[src/rtl/ram_2r1w_responder_pkg.sv]
// Shared types and constants for the 2-read/1-write memory responder.
package ram_2r1w_pkg;

  typedef enum logic {CLR_IDLE, CLR_RUN} clr_state_e;

  localparam int WR_COUNT_W = 16;
  localparam logic [WR_COUNT_W-1:0] WR_COUNT_MAX = '1;

  // Saturating increment for the kernel write counter.
  function automatic logic [WR_COUNT_W-1:0] sat_inc(input logic [WR_COUNT_W-1:0] v);
    return (v == WR_COUNT_MAX) ? v : v + 1'b1;
  endfunction

endpackage

[src/rtl/ram_2r1w_responder_if.sv]
// Kernel, debug and clear signals of the memory responder.
// master = kernel/bench side, slave = responder side.
interface ram_2r1w_responder_if
  import ram_2r1w_pkg::*;
#(
  parameter int WIDTH  = 32,
  parameter int ADDR_W = 5
);
  logic [ADDR_W-1:0]     raddr0;
  logic [WIDTH-1:0]      rdata0;
  logic [ADDR_W-1:0]     raddr1;
  logic [WIDTH-1:0]      rdata1;
  logic [ADDR_W-1:0]     waddr;
  logic [WIDTH-1:0]      wdata;
  logic                  wen;
  logic [ADDR_W-1:0]     debug_addr;
  logic [WIDTH-1:0]      debug_data;
  logic [ADDR_W-1:0]     debug_write_addr;
  logic [WIDTH-1:0]      debug_write_data;
  logic                  debug_write_en;
  logic                  clear_start;
  logic                  clear_busy;
  logic [WR_COUNT_W-1:0] wr_count;

  modport master (
    output raddr0, raddr1, waddr, wdata, wen, debug_addr,
           debug_write_addr, debug_write_data, debug_write_en, clear_start,
    input  rdata0, rdata1, debug_data, clear_busy, wr_count
  );

  modport slave (
    input  raddr0, raddr1, waddr, wdata, wen, debug_addr,
           debug_write_addr, debug_write_data, debug_write_en, clear_start,
    output rdata0, rdata1, debug_data, clear_busy, wr_count
  );
endinterface

[src/rtl/ram_2r1w_responder_read_port.sv]
// Registered read port: write-first bypass, out-of-range reads return 0.
// Optional macro RAM_OUT_REG_EN adds a second output register (latency 2);
// the bypass only acts on the first stage.
module ram_read_port
  import ram_2r1w_pkg::*;
#(
  parameter int WIDTH  = 32,
  parameter int DEPTH  = 16,
  parameter int ADDR_W = 5
) (
  input  logic              clk,
  input  logic              rst,
  input  logic [ADDR_W-1:0] addr,
  input  logic [WIDTH-1:0]  mem_word,
  input  logic              w_en,
  input  logic [ADDR_W-1:0] w_addr,
  input  logic [WIDTH-1:0]  w_data,
  output logic [WIDTH-1:0]  data
);
  localparam logic [ADDR_W:0] DEPTH_A = (ADDR_W+1)'(DEPTH);

  logic             in_range;
  logic             hit;
  logic [WIDTH-1:0] s1;

  assign in_range = ({1'b0, addr} < DEPTH_A);
  // w_en is already qualified by the write address being in range
  assign hit      = w_en && (w_addr == addr);

  // First stage: sample the word, newest write wins
  always_ff @(posedge clk or posedge rst)
    if (rst)            s1 <= '0;
    else if (!in_range) s1 <= '0;
    else if (hit)       s1 <= w_data;
    else                s1 <= mem_word;

`ifdef RAM_OUT_REG_EN
  logic [WIDTH-1:0] s2;

  // Second output stage, plain delay of the first
  always_ff @(posedge clk or posedge rst)
    if (rst) s2 <= '0;
    else     s2 <= s1;

  assign data = s2;
`else
  assign data = s1;
`endif

endmodule

[src/rtl/ram_2r1w_responder.sv]
// Memory responder for HLS kernels: two registered read ports, one kernel
// write port, a debug read/write path (debug writes work during reset) and
// a clear engine that zeroes the array one word per cycle.
// Optional macro RAM_OUT_REG_EN: extra output register on all read ports.
module ram_2r1w_responder
  import ram_2r1w_pkg::*;
#(
  parameter int WIDTH  = 32,
  parameter int DEPTH  = 16,
  parameter int ADDR_W = 5
) (
  input  logic                  clk,
  input  logic                  rst,
  ram_2r1w_responder_if.slave   bus
);
  localparam int              IDX_W     = (DEPTH > 1) ? $clog2(DEPTH) : 1;
  localparam int              NUM_PORTS = 3;
  localparam logic [ADDR_W:0] DEPTH_A   = (ADDR_W+1)'(DEPTH);
  localparam logic [IDX_W-1:0] LAST     = IDX_W'(DEPTH-1);

  logic [WIDTH-1:0] mem [DEPTH];

  clr_state_e            state, state_nx;
  logic [IDX_W-1:0]      ptr, ptr_nx;
  logic [WR_COUNT_W-1:0] cnt;

  logic              clr_we, dbg_we, krn_we, mem_we;
  logic [ADDR_W-1:0] w_addr;
  logic [WIDTH-1:0]  w_data;

  // Write arbitration: clear > debug > kernel; losers are dropped
  always_comb begin
    clr_we = (state == CLR_RUN);
    dbg_we = bus.debug_write_en && !clr_we;
    krn_we = bus.wen && !rst && (state == CLR_IDLE) && !bus.debug_write_en;
    w_addr = bus.waddr;
    w_data = bus.wdata;
    if (clr_we) begin
      w_addr = ADDR_W'(ptr);
      w_data = '0;
    end else if (dbg_we) begin
      w_addr = bus.debug_write_addr;
      w_data = bus.debug_write_data;
    end
    mem_we = (clr_we || dbg_we || krn_we) && ({1'b0, w_addr} < DEPTH_A);
  end

  // Storage array; deliberately not reset so contents survive rst
  always_ff @(posedge clk)
    if (mem_we) mem[w_addr[IDX_W-1:0]] <= w_data;

  // Clear FSM state register
  always_ff @(posedge clk or posedge rst)
    if (rst) begin
      state <= CLR_IDLE;
      ptr   <= '0;
    end else begin
      state <= state_nx;
      ptr   <= ptr_nx;
    end

  // Clear FSM next state: walk the pointer over every word once
  always_comb begin
    state_nx = state;
    ptr_nx   = ptr;
    case (state)
      CLR_IDLE: if (bus.clear_start) state_nx = CLR_RUN;
      CLR_RUN: begin
        if (ptr == LAST) begin
          state_nx = CLR_IDLE;
          ptr_nx   = '0;
        end else begin
          ptr_nx = ptr + 1'b1;
        end
      end
      default: begin
        state_nx = CLR_IDLE;
        ptr_nx   = '0;
      end
    endcase
  end

  assign bus.clear_busy = (state == CLR_RUN);

  // Count kernel writes that actually landed in the array
  always_ff @(posedge clk or posedge rst)
    if (rst)                  cnt <= '0;
    else if (krn_we && mem_we) cnt <= sat_inc(cnt);

  assign bus.wr_count = cnt;

  // Read ports: 0 = raddr0, 1 = raddr1, 2 = debug
  logic [NUM_PORTS-1:0][ADDR_W-1:0] rd_addr;
  logic [NUM_PORTS-1:0][WIDTH-1:0]  rd_word;
  logic [NUM_PORTS-1:0][WIDTH-1:0]  rd_data;

  assign rd_addr = {bus.debug_addr, bus.raddr1, bus.raddr0};

  for (genvar g = 0; g < NUM_PORTS; g++) begin : g_rp
    assign rd_word[g] = mem[rd_addr[g][IDX_W-1:0]];

    ram_read_port #(.WIDTH(WIDTH), .DEPTH(DEPTH), .ADDR_W(ADDR_W)) u_rp (
      .clk      (clk),
      .rst      (rst),
      .addr     (rd_addr[g]),
      .mem_word (rd_word[g]),
      .w_en     (mem_we),
      .w_addr   (w_addr),
      .w_data   (w_data),
      .data     (rd_data[g])
    );
  end

  assign bus.rdata0     = rd_data[0];
  assign bus.rdata1     = rd_data[1];
  assign bus.debug_data = rd_data[2];

endmodule
[src/flat_wrapper.sv]
// flat-port wrapper written by rule: the top's interface ports become plain ports
module ram_2r1w_responder_flat import ram_2r1w_pkg::*;
#(
  parameter int WIDTH  = 32,
  parameter int DEPTH  = 16,
  parameter int ADDR_W = 5
)
  (clk, rst, bus_raddr0, bus_raddr1, bus_waddr, bus_wdata, bus_wen, bus_debug_addr, bus_debug_write_addr, bus_debug_write_data, bus_debug_write_en, bus_clear_start, bus_rdata0, bus_rdata1, bus_debug_data, bus_clear_busy, bus_wr_count);
  ram_2r1w_responder_if #(.WIDTH(WIDTH), .ADDR_W(ADDR_W)) bus_i ();
  input  logic clk;
  input  logic rst;
  input wire logic [$bits(bus_i.raddr0)-1:0] bus_raddr0;
  input wire logic [$bits(bus_i.raddr1)-1:0] bus_raddr1;
  input wire logic [$bits(bus_i.waddr)-1:0] bus_waddr;
  input wire logic [$bits(bus_i.wdata)-1:0] bus_wdata;
  input wire logic [$bits(bus_i.wen)-1:0] bus_wen;
  input wire logic [$bits(bus_i.debug_addr)-1:0] bus_debug_addr;
  input wire logic [$bits(bus_i.debug_write_addr)-1:0] bus_debug_write_addr;
  input wire logic [$bits(bus_i.debug_write_data)-1:0] bus_debug_write_data;
  input wire logic [$bits(bus_i.debug_write_en)-1:0] bus_debug_write_en;
  input wire logic [$bits(bus_i.clear_start)-1:0] bus_clear_start;
  output wire logic [$bits(bus_i.rdata0)-1:0] bus_rdata0;
  output wire logic [$bits(bus_i.rdata1)-1:0] bus_rdata1;
  output wire logic [$bits(bus_i.debug_data)-1:0] bus_debug_data;
  output wire logic [$bits(bus_i.clear_busy)-1:0] bus_clear_busy;
  output wire logic [$bits(bus_i.wr_count)-1:0] bus_wr_count;
  assign bus_i.raddr0 = bus_raddr0;
  assign bus_i.raddr1 = bus_raddr1;
  assign bus_i.waddr = bus_waddr;
  assign bus_i.wdata = bus_wdata;
  assign bus_i.wen = bus_wen;
  assign bus_i.debug_addr = bus_debug_addr;
  assign bus_i.debug_write_addr = bus_debug_write_addr;
  assign bus_i.debug_write_data = bus_debug_write_data;
  assign bus_i.debug_write_en = bus_debug_write_en;
  assign bus_i.clear_start = bus_clear_start;
  assign bus_rdata0 = bus_i.rdata0;
  assign bus_rdata1 = bus_i.rdata1;
  assign bus_debug_data = bus_i.debug_data;
  assign bus_clear_busy = bus_i.clear_busy;
  assign bus_wr_count = bus_i.wr_count;
  ram_2r1w_responder #(.WIDTH(WIDTH), .DEPTH(DEPTH), .ADDR_W(ADDR_W)) u_core (.clk(clk), .rst(rst), .bus(bus_i));
endmodule
[config.mk]
export PLATFORM = sky130hd
export DESIGN_NAME = ram_2r1w_responder_flat
export DESIGN_NICKNAME = d
export VERILOG_FILES = /design/src/rtl/ram_2r1w_responder_pkg.sv /design/src/rtl/ram_2r1w_responder_if.sv /design/src/rtl/ram_2r1w_responder_read_port.sv /design/src/rtl/ram_2r1w_responder.sv /design/src/flat_wrapper.sv
export SDC_FILE = /design/constraint.sdc
export NUM_CORES = 1
export LEC_CHECK = 0
export CAP_MARGIN = 20
export CORE_MARGIN = 3
export CORE_UTILIZATION = 50
export DETAILED_ROUTE_END_ITERATION = 10
export PLACE_DENSITY = 0.77
export SETUP_SLACK_MARGIN = 0.5
export SLEW_MARGIN = 20
export SYNTH_ARGS = -nofsm -noshare
export SYNTH_HDL_FRONTEND = slang
export SYNTH_HIERARCHICAL = 1
export SYNTH_SLANG_ARGS = --single-unit
[constraint.sdc]
create_clock -name clk -period 8.5 [get_ports clk]
set_clock_uncertainty 0.1 [all_clocks]
set_input_delay 1.7 -clock clk [delete_from_list [all_inputs] [get_ports clk]]
set_output_delay 1.7 -clock clk [all_outputs]
set_load 0.03 [all_outputs]
==> flow_summary.ini, run 1 <==
[finish]
diodes = 0
drive_gt1_share_pct = 28.4
areaGrowthSynthToFinish_pct = 15.7
nNetsFinal = 2229
n_fill_cell = 4604
post-route-util_pct = 59.1
seqCellArea_um2 = 18300
multi_input_area_um2 = 14200

[worst_hold_path]
hp-start = u_core/bus.wr_count[5]$_DFFE_PP0P_
min_to = u_core/bus.wr_count[5]$_DFFE_PP0P_
worstHoldPathType = register to register
holdPathStages = 1

[clock_network]
post_cts_buffers = 0
clkTransAtPathRegs_ns = 0.06
htree_levels = 3
hold_buffers = 0
cts_tree = built
ctsResizeCount = 0
cts.path.max_buffers = 3
cts_buffers = 69
cts_sinks = 629
clk_latency_ns = 0.61
cts-root-buf = clkbuf_16

[power]
power_mw = 10.3
leakage_nw = 12.9
powerDensity_nw_per_um2 = 268
max-vdd-ir-drop_mv = 0.147

[critical_path]
path_cells = buf_2 > mux2i_1 > o21ai_0 > nand2b_1 > nor2_4 > buf_4
reg2reg_from = u_core/bus.clear_busy$_DFF_PP0_
regToRegSetupSlack_ns = 4.82
crit_type = primary input to register
critPathMaxFanout = 22
start_kind = primary input
critPathSlowestCell = o21ai_0
cp_slowest_stage_delay_ns = 0.86
worst_ep_required_time_ns = 8.64
endpoint_kind = register
worstPathArrival_ns = 5.10
r2r-end = u_core/mem[1][20]$_DFFE_PP_
reg2reg_depth = 4

[die]
row_count = 93
io-pin-count = 207
initial_core_util_pct = 51.0
dieArea_um2 = 69500
coreArea_um2 = 65000
die_h_um = 264
die_w_um = 264

[synth]
synthTopCellsByArea = edfxtp_1 46%, mux4_2 26%, dfrtp_1 8.8%, a22oi_1 4.3%, mux2i_1 4.0%
synthesis.instances = 1972
avgSynthCellArea_um2 = 16.8
synth.largest_area_cell = edfxtp_1
ys_seq_area_share_pct = 55.1
synth_nets = 2068
ys_seq_elements = 629
ys_types = 40
syn-cell-area_um2 = 33200
synth_top_area_share_pct = 46.3
ys_warn_count = 6

[timing]
max_slew_margin_pct = 24.1
setup-violations-final = 0
finalSetupTns_ns = 0
whs_ns = 0.403
hold_viol_final = 0
drv_slew = 0
tightest_slew_ns = 1.14
layout_worst_path_cycle_share_pct = 58.4
fin_crit_ns = 4.97
max_freq_mhz = 201
rsz0062_at_grt = no

[drt]
wl_um = 96700
viasPerCell = 6.95
drt_first_pass_iters = 6
drt_iter0_drc = 2608
antenna_left = 0
vias = 21131
drc = 0
routedWlPerCell_um = 31.8

[placed_design]
dpl.hpwl_um = 57200
port_buffers = 206
gp_congestion = 0.844

[grt]
grt_antenna_before_repair = 2
grt_max_degree = 69
first_global_vias = 22217
grt_pass1_wl_um = 144000
grtUsageTotal_pct = 27.9
global_route.overflow_total = 0

[run]
drv_cap = 0

[status]
status = complete, no violations
## worst max-delay path by stage
stage / to / cells past startpoint / startpoint
final: u_core/mem[1][20]$_DFFE_PP_ / 6 / bus_debug_write_en
after floorplan: u_core/mem[15][0]$_DFFE_PP_ / 6 / bus_debug_write_en
after detailed placement: u_core/mem[1][13]$_DFFE_PP_ / 6 / bus_debug_write_en
after global placement: u_core/mem[1][14]$_DFFE_PP_ / 6 / bus_debug_write_en
after global routing: u_core/mem[3][15]$_DFFE_PP_ / 6 / bus_debug_write_en
after CTS: u_core/mem[1][20]$_DFFE_PP_ / 6 / bus_debug_write_en
## Yosys cell counts
cell type	count
edfxtp_1	512
mux4_2	384
nand2b_1	194
a22oi_1	192
mux2i_1	134
dfrtp_1	117
nand2_1	109
clkbuf_1	106
nor2_1	55
buf_2	43
xor2_1	25
buf_1	10
buf_12	9
nor4_1	9
nand3_1	7
nor2b_1	7
o21ai_0	7
inv_1	6
nand4_1	5
nor3_1	5
and3_1	4
buf_6	4
xnor2_1	4
and2_1	3
mux2_2	3
a31oi_1	2
ha_1	2
nand3b_1	2
a211o_2	1
a21oi_1	1
and4_1	1
buf_8	1
nor3b_1	1
nor3b_4	1
nor4_2	1
nor4b_1	1
nor4b_2	1
or2_2	1
or3b_2	1
or4b_1	1
## flip-flops by register name, summed over array words and instances (netlist names)
| register | count |
|---|---|
| u_core/mem | 512 |
| u_core/g_rp.u_rp/data | 96 |
| u_core/bus.wr_count | 16 |
| u_core/ptr | 4 |
| u_core/bus.clear_busy | 1 |
## placed cells by master, fill, tap and decap left out, types with 7 or more instances in the layout
cell type and count:
nor4_1 9, mux2i_1 134, dfrtp_1 116, clkinv_1 10
nand2_1 109, xor2_1 25, nand3_1 7, clkdlybuf4s50_1 196
nor2_2 25, bufinv_16 8, clkinv_2 17, clkbuf_1 7
o21ai_0 7, mux4_2 384, nor2_4 16, clkbuf_16 73
nor2_1 14, buf_4 55, a22oi_1 192, nand2b_1 194
edfxtp_1 512
## critical path: cells and delay by family
family | cells | cell delay [ns]
AO/OA/AOI/OAI | 1 | 0.86
AND/OR/NAND/NOR | 2 | 1.14
buffers and inverters | 2 | 1.03
multiplexers | 1 | 0.31
## power breakdown
group	switching (mW)	internal (mW)	leakage (nW)	total [mW]
Clock	1.23	1.83	1.13	3.06
Sequential	0.390	4.18	6.30	4.57
Combinational	1.56	1.11	5.51	2.67
Total	3.18	7.12	12.9	10.3
## cell type report
class | instances | area share [%]
clock inverters | 40 | 1.06
flip-flops and latches | 629 | 47.6
well taps | 855 | 2.78
repair buffers | 263 | 6.60
inverters | 6 | 0.0716
clock buffers | 83 | 4.93
multi-input cells | 1164 | 36.9
## metrics by stage
step | setup WS (ns) | instance area, um^2 | std cells
floorplan | 3.72 | 33200 | 1972
global placement | 3.24 | 36000 | 2911
detailed placement | 3.09 | 36100 | 2916
CTS | 3.68 | 38400 | 3039
global route | 3.55 | 38400 | 3040
finish | 3.53 | 38400 | 3040
## cell families after synthesis
family          Yosys count  share of synthesized area (%)
fa+ha+maj                 2                         0.0754
flops                   629                           55.1
buf+inv                 179                           2.75
simple gates            409                           6.55
compound gates          203                           4.53
xor+xnor                 29                          0.765
mux                     521                           30.2
## per-layer routing
| metal | track usage, % | vias up | routed length [um] |
|---|---|---|---|
| met5 | 0 | - | 0 |
| met4 | 11.8 | 0 | 4100 |
| met3 | 8.32 | 295 | 12500 |
| met2 | 43.3 | 1576 | 46000 |
| met1 | 37.0 | 10831 | 34100 |
| li1 | - | 8429 | - |
No activity file was read; power rests on OpenSTA's default activity.
==> run 2, diff against run 1 <==
clock period = 4.65 ns   (was 8.5 ns; I/O delays follow)
==> run 2 against run 1 <==
Net effect: clock power up 78%; sequential share of layout area down 0.54 points; sequential power up 83%; sequential cell count unchanged; highest routed layer unchanged; setup slack worse by 2.6 ns.
==> flow_summary.ini, run 2 (same netlist as run 1, synthesis figures left out) <==
[finish]
areaGrowthSynthToFinish_pct = 17.1
multi_input_area_um2 = 14100
largest_reg_flops = 512
instances_no_fill = 3100
drive_gt1_share_pct = 29.4
n_fill_cell = 4552
nNetsFinal = 2291
layout_commonest_cell = edfxtp_1
diodes = 0
layout_common_cells = 512 x edfxtp_1, 384 x mux4_2, 196 x clkdlybuf4s50_1, 194 x nand2b_1, 192 x a22oi_1
seqCellArea_um2 = 18300

[die]
row_count = 93
io-pin-count = 207
die_h_um = 264
initial_core_util_pct = 51.0
dieArea_um2 = 69500
coreArea_um2 = 65000
die_w_um = 264

[clock_network]
post_cts_buffers = 0
ctsResizeCount = 0
hold_buffers = 0
cts.path.max_buffers = 3
cts_tree = built
cts-root-buf = clkbuf_16
cts_buffers = 68
clk_latency_ns = 0.62
cts_sinks = 629
htree_levels = 3
clkTransAtPathRegs_ns = 0.06

[power]
leakage_nw = 13.3
powerDensity_nw_per_um2 = 484
max-vdd-ir-drop_mv = 0.324

[drt]
wl_um = 98000
drc = 0
vias = 21333
antenna_left = 0
drt_first_pass_iters = 6
routedWlPerCell_um = 31.6
viasPerCell = 6.88
drt_iter0_drc = 2728

[placed_design]
gp_congestion = 0.893
dpl.hpwl_um = 62000
port_buffers = 206
place_inst = 2980

[critical_path]
reg2reg_from = u_core/bus.clear_busy$_DFF_PP0_
path_cells = buf_4 > clkdlybuf4s50_1
critPathBufInv = 2
startpoint = u_core/bus.clear_busy$_DFF_PP0_
worst_ep_required_time_ns = 3.62
crit_type = register to output pin
critPathTopFamily = buffers and inverters
endpoint_kind = output pin
cp_slowest_stage_delay_ns = 0.87
worstPathArrival_ns = 2.67
critPathMaxFanout = 31
critPathSlowestCell = dfrtp_2
start_kind = register

[timing]
hold_viol_final = 0
finalSetupTns_ns = 0
drv_slew = 0
rsz0062_at_grt = no
setup-violations-final = 0
max_freq_mhz = 271
layout_worst_path_cycle_share_pct = 79.5
max_slew_margin_pct = 31.4
tightest_slew_ns = 1.03
fin_crit_ns = 3.70

[run]
drv_cap = 0

[grt]
grt_max_degree = 65
global_route.overflow_total = 0
grtUsageTotal_pct = 28.2
grt_antenna_before_repair = 0
grt_pass1_wl_um = 146000
first_global_vias = 22505

[worst_hold_path]
hp-start = u_core/bus.wr_count[15]$_DFFE_PP0P_
worstHoldPathType = register to register

[status]
status = complete, no violations
[run 2: changes by cell type in the layout (fill, tap and decap cells not counted), moves of 4 or more]
cell	previous run	this run
buf_12	3	12
buf_4	55	111
clkbuf_1	7	11
clkbuf_8	6	10
clkinv_1	10	6
clkinvlp_4	5	0
nor2_1	14	33
nor2_2	25	6
[run 2: where the power goes]
part | total, mW | switching (mW) | internal, mW
Clock | 5.44 | 2.21 | 3.23
Combinational | 5.00 | 2.87 | 2.13
Sequential | 8.35 | 0.723 | 7.63
[run 2: area by class of cell]
cell class | count | area share (%)
sequential | 629 | 47.1
multi-input combinational | 1164 | 36.4
timing repair buffer | 326 | 7.97
clock buffer | 89 | 4.93
tap | 855 | 2.75
clock inverter | 31 | 0.805
inverter | 6 | 0.0644
[run 2: final timing paths]
check | slack (ns) | endpoint | depth (start not counted)
max in group asynchronous | 2.74 | u_core/g_rp[2].u_rp/data[9]$_DFF_PP0_ | 2
hold reg to reg | 0.41 | u_core/bus.wr_count[15]$_DFFE_PP0P_ | 1
setup / recovery | 0.95 | bus_clear_busy | 2
hold / removal | 0.41 | u_core/bus.wr_count[15]$_DFFE_PP0P_ | 1
min in group asynchronous | 0.97 | u_core/bus.wr_count[5]$_DFFE_PP0P_ | 2
setup reg to reg | 1.49 | u_core/g_rp[1].u_rp/data[19]$_DFF_PP0_ | 6
[run 2: metrics by stage]
step                      hold WS (ns)  util, %  instance area, um^2  power [mW]  setup WS, ns
after detailed placement         0.395     56.3                36600        13.3         0.648
after global routing             0.437     59.7                38900        19.4         0.868
after global placement           0.383     56.3                36600        13.1         0.731
final                            0.409     59.7                38900        18.8         0.954
after floorplan                  0.373        -                33200        11.3         0.645
after CTS                        0.408     59.7                38900        18.8         0.957
[run 2: layer usage]
metal	share of wire [%]	GRT usage [%]	up-vias
met5	0	0	-
met4	4.0	10.6	0
met3	13	8.82	244
met2	48	44.5	1602
met1	35	37.0	10946
li1	-	-	8541
==> run 3, diff against run 2 <==
PLACE_DENSITY = 0.8   (was 0.77)
clock period = 3.4 ns   (was 4.65 ns; I/O delays follow)
==> run 3 against run 2 <==
Net effect: setup slack lost 0.27 ns; via count increased by 1.6%; sequential share of layout area fell by 0.70 points; die area unchanged; non-clock buffer count down 3; final cell count is the same; total power is 40% higher; first-iteration DRC count is 11% higher; register-to-register slack got worse by 0.81 ns; design area increased by 1.5%; critical path depth rose by 5.
==> flow_summary.ini, run 3 (same netlist as run 1, synthesis figures left out) <==
[status]
status = complete, no violations

[drt]
routedWlPerCell_um = 32.2
vias = 21666
drt_first_pass_iters = 6
wl_um = 99900
drt_iter0_drc = 3030
drc = 0
viasPerCell = 6.99
antenna_left = 0

[clock_network]
hold_buffers = 0
cts_buffers = 67
cts.path.max_buffers = 3
ctsResizeCount = 0
post_cts_buffers = 0
htree_levels = 3
cts-root-buf = clkbuf_16
clk_latency_ns = 0.62
clkTransAtPathRegs_ns = 0.06
cts_sinks = 629
cts_tree = built

[timing]
drv_slew = 0
fin_crit_ns = 2.72
rsz0062_at_grt = no
layout_worst_path_cycle_share_pct = 80.0
hold_viol_final = 0
max_slew_margin_pct = 38.3
tightest_slew_ns = 0.924
finalSetupTns_ns = 0
setup-violations-final = 0
max_freq_mhz = 368

[grt]
first_global_vias = 22857
global_route.overflow_total = 0
grtUsageTotal_pct = 28.8
grt-busiest-layer = met2
globalRouteMet1Util_pct = 38.3
grt_max_degree = 65
grt_antenna_before_repair = 0
grt_pass1_wl_um = 149000
grtUsageMet2_pct = 46.2
grt_use_met3_pct = 6.31

[die]
io-pin-count = 207
initial_core_util_pct = 51.0
row_count = 93
coreArea_um2 = 65000
die_h_um = 264
dieArea_um2 = 69500
die_w_um = 264

[finish]
n_fill_cell = 4473
finalInstanceArea_um2 = 39400
layout_common_cells = 512 x edfxtp_1, 384 x mux4_2, 196 x clkdlybuf4s50_1, 194 x nand2b_1, 192 x a22oi_1
diodes = 0
areaGrowthSynthToFinish_pct = 18.8
largest_reg_flops = 512
drive_gt1_share_pct = 30.1
nNetsFinal = 2287
layout_commonest_cell = edfxtp_1

[placed_design]
place_area_um2 = 37100
gp_congestion = 0.873
dpl.hpwl_um = 61500
port_buffers = 206

[run]
drv_cap = 0

[critical_path]
start_kind = register
worst_ep_required_time_ns = 3.81
worstPathArrival_ns = 3.13
critPathMaxFanout = 20
endpoint_kind = register
crit_type = register to register

[power]
powerDensity_nw_per_um2 = 666
leakage_nw = 13.4
max-vdd-ir-drop_mv = 0.381

[worst_hold_path]
worstHoldPathType = register to register
## run 3: per-layer routing
layer	wire (um)	vias to the layer above	share of wire [%]
li1	-	8552	-
met3	12100	333	12
met4	4650	0	4.7
met5	0	-	0
met1	34800	11039	35
met2	48400	1742	48
## run 3: cell type report
type,instances,area (um^2),area share [%]
flip-flops and latches,629,18300,46.4
repair buffers,323,3530,8.94
clock inverters,34,457,1.16
well taps,855,1070,2.71
multi-input cells,1164,14200,36.0
clock buffers,89,1870,4.75
inverters,6,22.5,0.0571
## run 3: per-stage QoR
step / hold slack, ns / total power, mW / setup slack, ns / cells / utilization, %
2_1_floorplan: 0.373 / 15.5 / 0.549 / 1972 / -
3_3_place_gp: 0.379 / 18.1 / 0.262 / 2976 / 57.0
3_5_place_dp: 0.394 / 18.5 / 0.228 / 2976 / 57.0
4_1_cts: 0.412 / 26.2 / 0.691 / 3099 / 60.6
5_1_grt: 0.428 / 27.1 / 0.527 / 3100 / 60.6
6_report: 0.413 / 26.3 / 0.681 / 3100 / 60.6
## run 3: power breakdown
| group | internal [mW] | switching, mW |
|---|---|---|
| Sequential | 10.4 | 0.996 |
| Combinational | 3.10 | 4.01 |
| Clock | 4.61 | 3.13 |
## run 3: worst max-delay path, cell delays in order, from the launching register on
cell and delay (ns):
dfrtp_2 0.56, buf_4 0.39, nor2_1 0.17, xor2_1 0.19, nor4_1 0.37, and3_2 0.33, buf_12 0.25, mux2i_1 0.24
## run 3: final timing paths
| kind | from | to | slack [ns] | depth (start not counted) |
|---|---|---|---|---|
| worst max-delay path | u_core/bus.clear_busy$_DFF_PP0_ | u_core/g_rp[1].u_rp/data[27]$_DFF_PP0_ | 0.68 | 7 |
| max in group asynchronous | rst | u_core/g_rp[0].u_rp/data[25]$_DFF_PP0_ | 1.85 | 4 |
| worst min-delay path | u_core/bus.wr_count[5]$_DFFE_PP0P_ | u_core/bus.wr_count[5]$_DFFE_PP0P_ | 0.41 | 1 |
| worst min register to register | u_core/bus.wr_count[5]$_DFFE_PP0P_ | u_core/bus.wr_count[5]$_DFFE_PP0P_ | 0.41 | 1 |
| worst max register to register | u_core/bus.clear_busy$_DFF_PP0_ | u_core/g_rp[1].u_rp/data[27]$_DFF_PP0_ | 0.68 | 7 |
| min in group asynchronous | rst | u_core/g_rp[0].u_rp/data[3]$_DFF_PP0_ | 0.58 | 3 |
